[src/rtl/div_unit.sv]
// Iterative radix-2 restoring divider for DIV/DIVU in the EX stage.
// Produces one quotient bit per clock and raises stallreq until the result is ready.
`timescale 1ns/1ps
module div_unit #(
    parameter int unsigned WIDTH = 32
) (
    input  logic             clk,
    input  logic             resetn,
    input  logic             start,
    input  logic             annul,
    input  logic             signed_div,
    input  logic [WIDTH-1:0] dividend,
    input  logic [WIDTH-1:0] divisor,
    output logic [WIDTH-1:0] quotient,
    output logic [WIDTH-1:0] remainder,
    output logic             ready,
    output logic             stallreq
);

    localparam int unsigned CNT_W = $clog2(WIDTH) + 1;
    localparam logic [CNT_W-1:0] LAST_ITER = CNT_W'(WIDTH - 1);

    typedef enum logic [1:0] {
        S_IDLE = 2'd0,
        S_ON   = 2'd1,
        S_END  = 2'd2
    } state_t;

    state_t           state_q, state_d;
    logic [CNT_W-1:0] cnt_q, cnt_d;
    logic [WIDTH-1:0] rem_q, rem_d;
    logic [WIDTH-1:0] quo_q, quo_d;
    logic [WIDTH-1:0] dvsr_q, dvsr_d;
    logic             q_neg_q, q_neg_d;
    logic             r_neg_q, r_neg_d;
    logic [WIDTH-1:0] quotient_d, remainder_d;
    logic             ready_d;

    logic             dividend_neg, divisor_neg;
    logic [WIDTH-1:0] dividend_abs, divisor_abs;
    logic [WIDTH:0]   rem_sh, trial;
    logic [WIDTH-1:0] rem_next, quo_next;

    function automatic logic [WIDTH-1:0] negate(input logic [WIDTH-1:0] x);
        return ~x + WIDTH'(1);
    endfunction

    assign stallreq = start & ~ready & ~annul & ~resetn;

    // Operand magnitudes and one restoring iteration on {rem, quo}.
    always_comb begin
        dividend_neg = signed_div & dividend[WIDTH-1];
        divisor_neg  = signed_div & divisor[WIDTH-1];
        dividend_abs = dividend_neg ? negate(dividend) : dividend;
        divisor_abs  = divisor_neg  ? negate(divisor)  : divisor;

        rem_sh = {rem_q, quo_q[WIDTH-1]};
        trial  = rem_sh - {1'b0, dvsr_q};
        if (trial[WIDTH]) begin
            rem_next = rem_sh[WIDTH-1:0];
            quo_next = {quo_q[WIDTH-2:0], 1'b0};
        end else begin
            rem_next = trial[WIDTH-1:0];
            quo_next = {quo_q[WIDTH-2:0], 1'b1};
        end
    end

    // Next-state and next-output logic.
    always_comb begin
        state_d     = state_q;
        cnt_d       = cnt_q;
        rem_d       = rem_q;
        quo_d       = quo_q;
        dvsr_d      = dvsr_q;
        q_neg_d     = q_neg_q;
        r_neg_d     = r_neg_q;
        quotient_d  = quotient;
        remainder_d = remainder;
        ready_d     = ready;

        case (state_q)
            S_IDLE: begin
                ready_d = 1'b0;
                if (start && !annul) begin
                    if (divisor == '0) begin
                        // Divide by zero: fixed result, no sign fix-up.
                        state_d     = S_END;
                        quotient_d  = '1;
                        remainder_d = dividend;
                        ready_d     = 1'b1;
                    end else begin
                        state_d = S_ON;
                        rem_d   = '0;
                        quo_d   = dividend_abs;
                        dvsr_d  = divisor_abs;
                        q_neg_d = dividend_neg ^ divisor_neg;
                        r_neg_d = dividend_neg;
                        cnt_d   = '0;
                    end
                end
            end
            S_ON: begin
                if (annul || !start) begin
                    state_d = S_IDLE;
                    cnt_d   = '0;
                end else begin
                    rem_d = rem_next;
                    quo_d = quo_next;
                    cnt_d = cnt_q + CNT_W'(1);
                    if (cnt_q == LAST_ITER) begin
                        state_d     = S_END;
                        quotient_d  = q_neg_q ? negate(quo_next) : quo_next;
                        remainder_d = r_neg_q ? negate(rem_next) : rem_next;
                        ready_d     = 1'b1;
                    end
                end
            end
            S_END: begin
                // Hold the result until EX drops start; no restart while start stays high.
                if (annul || !start) begin
                    state_d = S_IDLE;
                    ready_d = 1'b0;
                end
            end
            default: begin
                state_d = S_IDLE;
                ready_d = 1'b0;
            end
        endcase
    end

    always_ff @(posedge clk) begin
        if (resetn) begin
            state_q   <= S_IDLE;
            cnt_q     <= '0;
            rem_q     <= '0;
            quo_q     <= '0;
            dvsr_q    <= '0;
            q_neg_q   <= 1'b0;
            r_neg_q   <= 1'b0;
            quotient  <= '0;
            remainder <= '0;
            ready     <= 1'b0;
        end else begin
            state_q   <= state_d;
            cnt_q     <= cnt_d;
            rem_q     <= rem_d;
            quo_q     <= quo_d;
            dvsr_q    <= dvsr_d;
            q_neg_q   <= q_neg_d;
            r_neg_q   <= r_neg_d;
            quotient  <= quotient_d;
            remainder <= remainder_d;
            ready     <= ready_d;
        end
    end

endmodule
[config.mk]
export PLATFORM = sky130hd
export DESIGN_NAME = div_unit
export DESIGN_NICKNAME = d
export VERILOG_FILES = /design/src/rtl/div_unit.sv
export SDC_FILE = /design/constraint.sdc
export NUM_CORES = 1
export LEC_CHECK = 0
export BUFFER_PORTS_ARGS = -buffer_cell sky130_fd_sc_hd__buf_2
export CAP_MARGIN = 20
export CORE_UTILIZATION = 48
export CTS_CLUSTER_SIZE = 10
export DETAILED_ROUTE_END_ITERATION = 10
export GPL_ROUTABILITY_DRIVEN = 0
export PLACE_DENSITY_LB_ADDON = 0.1
export SYNTH_ARGS = -nofsm -noshare
export SYNTH_HDL_FRONTEND = slang
export SYNTH_SLANG_ARGS = --single-unit
[constraint.sdc]
create_clock -name clk -period 7.6 [get_ports clk]
set_input_delay 0.38 -clock clk [delete_from_list [all_inputs] [get_ports clk]]
set_output_delay 0.38 -clock clk [all_outputs]
set_load 0.02 [all_outputs]
==> tab_implementation.tex <==
\begin{tabular}{lr}
\hline
Metric & Value \\
\hline
\multicolumn{2}{l}{\textbf{Setup path}} \\
CP Buf/Inv Count & 3 \\
Slowest cell on the critical path & nor2\_4 \\
Cell repeated most along the worst path & inv\_1 \\
Number of cells traversed by the worst register-to-register path & 22 \\
Critical path required time & 7.95 ns \\
Internal reg-to-reg setup slack & 1.54 ns \\
Slowest Stage Delay on Critical Path & 0.70 ns \\
Startpoint of the worst register-to-register path & quo\_q[31] \\
CP endpoint kind & flop \\
Critical path peak fanout & 33 \\
Arrival time reported for the critical path endpoint & 6.41 ns \\
R2R Path End & remainder[20] \\
Cell type group with the largest total delay on the critical path & compound AO/OA/AOI/OAI gates \\
Startpoint class of the critical path & flop \\
Worst Setup Path Type & flop to flop \\
Critical Path, Cell by Cell & inv\_1, ha\_1, inv\_1, fa\_1, a211oi\_2, o21ai\_2, o221ai\_2, a21oi\_1, o21a\_2, nor2\_4, mux2i\_1, ha\_1, inv\_1, or4\_1, or3\_1, nor3\_1, mux2\_2, o21ai\_0, o41a\_1, xnor2\_1, nand2\_1, a211oi\_1 \\
\multicolumn{2}{l}{\textbf{Synth}} \\
Synthesized area per cell & 7.491 sq um \\
Largest area contributor in the synthesized netlist & dfxtp\_1 \\
Top cells by area in the synthesized netlist & dfxtp\_1, nor2\_1, a211oi\_1 \\
Number of nets produced by synthesis & 1677 \\
Number of warnings issued by yosys & 0 \\
Top\_reg\_cell synth & dfxtp\_1 \\
Post-synth ARST share & 0\% \\
Synthesized instance count & 1570 \\
Distinct cells, synth & 86 \\
Number of enable-type register cells in the synthesized netlist & 0 \\
Area of the mapped netlist & 11760 sq um \\
Area share of the largest cell type after synthesis & 29.11\% \\
Most frequent cells after synthesis & nor2\_1, dfxtp\_1, nand2\_1 \\
Register bit total from synthesis & 171 \\
Share of synthesized area occupied by flip-flops and latches & 29.11\% \\
Leading cell type by number of instances after synthesis & nor2\_1 \\
\multicolumn{2}{l}{\textbf{Routing}} \\
Via-per-instance ratio & 5.889 \\
DRT Wirelength & 35220 um \\
Max layer used & met4 \\
Drt wl/cell & 17.92 um \\
Via count of the routed design & 11570 \\
1st-pass router iterations & 6 \\
Met1 WL & 16350 um \\
Starting DRC count in detailed routing & 855 \\
Final routed DRC violation total & 0 \\
Routed wl met2 & 15460 um \\
Remaining number of nets flagged by the antenna check after routing & 0 \\
Routed wl met3 & 2389 um \\
\multicolumn{2}{l}{\textbf{Hold path}} \\
WHS Endpoint & quotient[25] \\
Hold/Removal Path Class & primary input to flop \\
Start point of the worst min-delay path & resetn \\
Hold Path Stages & 2 \\
\multicolumn{2}{l}{\textbf{Timing}} \\
Max-slew headroom & 25.40\% \\
Final Critical Period & 6.064 ns \\
Number of failing setup endpoints in the final timing report & 0 \\
Final worst setup slack & 1.536 ns \\
Post-Route Hold Slack & 0.2142 ns \\
Setup TNS after final layout & 0 ns \\
RSZ-0062 raised after global routing & no \\
Final worst-path cycle share & 79.79\% \\
Worst clock skew & 0.01267 ns \\
Actual slew at the worst max-slew pin & 1.118 ns \\
Number of endpoints with negative hold slack in the final report & 0 \\
Upper clock frequency limit & 164.9 MHz \\
Final slew viol count & 0 \\
\multicolumn{2}{l}{\textbf{Floorplan}} \\
Core region area & 23750 sq um \\
Core Rows & 56 \\
Area enclosed by the die boundary & 25130 sq um \\
Initial cell density of the core & 49.52\% \\
Height of the chip & 158.5 um \\
X dimension of the die & 158.5 um \\
Number of top-level design ports & 135 \\
\multicolumn{2}{l}{\textbf{Global routing}} \\
Vias in the first global route & 10360 \\
Global route total overflow & 0 \\
Maximum number of pins on one net before global-route repair & 105 \\
Number of antenna violations at the first check in global routing & 0 \\
Combined global-route utilization of all metal layers & 28.22\% \\
First-pass GRT wire length & 55470 um \\
\multicolumn{2}{l}{\textbf{Finish}} \\
Layout Area Growth over Synthesis & 12.47\% \\
Post-layout instance area & 13230 sq um \\
Fraction of layout cells with a size suffix above 1 & 13.67\% \\
Number of nets in the layout & 1741 \\
Diode count & 0 \\
\multicolumn{2}{l}{\textbf{Clock tree}} \\
Number of clock buffers inserted by TritonCTS & 17 \\
CTS root buf & clkbuf\_16 \\
Maximum buffer depth of the clock tree & 2 \\
Clk\_lat worst skew & 0.43 ns \\
Clock tree from TritonCTS & yes \\
Buffer count from post-CTS setup fixing & 0 \\
Count of hold-fix buffers inserted at cts & 0 \\
Max H-tree Level & 4 \\
Number of clock sinks & 171 \\
Count of instances resized after the clock tree is built & 0 \\
Reg clk slew, reported paths & 0.07 ns \\
\multicolumn{2}{l}{\textbf{Pwr}} \\
Cell leakage power & 5.311 nW \\
Total chip power & 2.338 mW \\
Pwr/cell area & 176.7 nW/um\^{}2 \\
Max rail drop VDD & 0.0001387 V \\
\multicolumn{2}{l}{\textbf{Place}} \\
Post-Place Cell Area & 12530 sq um \\
Number of port buffers & 134 \\
Worst slack, placed & 1.624 ns \\
Detail Placement HPWL & 26060 um \\
\multicolumn{2}{l}{\textbf{Run status}} \\
Result of the run & complete, no violations \\
\multicolumn{2}{l}{\textbf{Run}} \\
Number of max-cap violations & 0 \\
\hline
\end{tabular}
## metrics by stage
step / instances / utilization [%]
final: 1965 / 55.69
after global routing: 1965 / 55.69
after CTS: 1963 / 55.46
after detailed placement: 1932 / 52.77
after global placement: 1932 / 52.77
after floorplan: 1570 / -
## where the power goes
| part | internal, mW | total [mW] | leakage (nW) | switching [mW] |
|---|---|---|---|---|
| sequential | 0.919 | 0.940 | 1.39 | 0.0214 |
| clock | 0.568 | 0.964 | 0.316 | 0.395 |
| combinational | 0.159 | 0.434 | 3.61 | 0.275 |
## routing by layer
metal | up-vias | global-route usage [%]
met4 | 0 | 9.890
met5 | - | 0
met2 | 419 | 44.95
met1 | 5333 | 38.59
met3 | 62 | 4.164
li1 | 5757 | -
## worst max path at each step
stage	start	to	slack, ns	depth (start not counted)
floorplan	quo_q[31]	remainder[20]	1.98	24
global placement	quo_q[31]	remainder[20]	1.78	22
detailed placement	quo_q[31]	remainder[20]	1.62	22
CTS	quo_q[31]	remainder[20]	1.58	22
global route	quo_q[31]	remainder[20]	1.10	25
finish	quo_q[31]	remainder[20]	1.54	22
## placed cells by master (no fill, tap or decap), drive strengths merged, types with 20 or more instances in the layout
cell type,instances
a211oi,91
buf,148
o31ai,27
nand3,20
xnor2,61
xor2,76
nor2,264
nor3,30
a21oi,134
ha,37
inv,65
o21ai,70
dfxtp,171
nand2,144
## registers in the layout (all words and copies together) (netlist names)
| name | cells |
|---|---|
| rem_q | 32 |
| q_neg_q | 1 |
| ready | 1 |
| quotient | 32 |
| dvsr_q | 32 |
| remainder | 32 |
| cnt_q | 6 |
| state_q | 2 |
| quo_q | 32 |
| r_neg_q | 1 |
## cell families (layout without fill, tap and decap cells)
kind of cell	Yosys count	count (layout)	share of synthesized area, %
AOI/OAI and AO/OA	466	466	27.09
buffers and inverters	161	237	5.351
adders and majority gates	38	38	4.106
and+or+nand+nor	575	575	22.21
xor gates and xnor gates	137	137	10.20
DFF	171	171	29.11
muxes	22	22	1.936
## layout make-up
cell class | instances | area [sq um]
clock buffer | 18 | 439.2
clock inverter | 13 | 200.2
fill | 2279 | 10530
inverter | 58 | 217.7
multi-input combinational | 1238 | 7730
sequential | 171 | 3423
tap | 319 | 399.1
timing repair buffer | 148 | 818.3
Power figures use the tool's default switching activity.
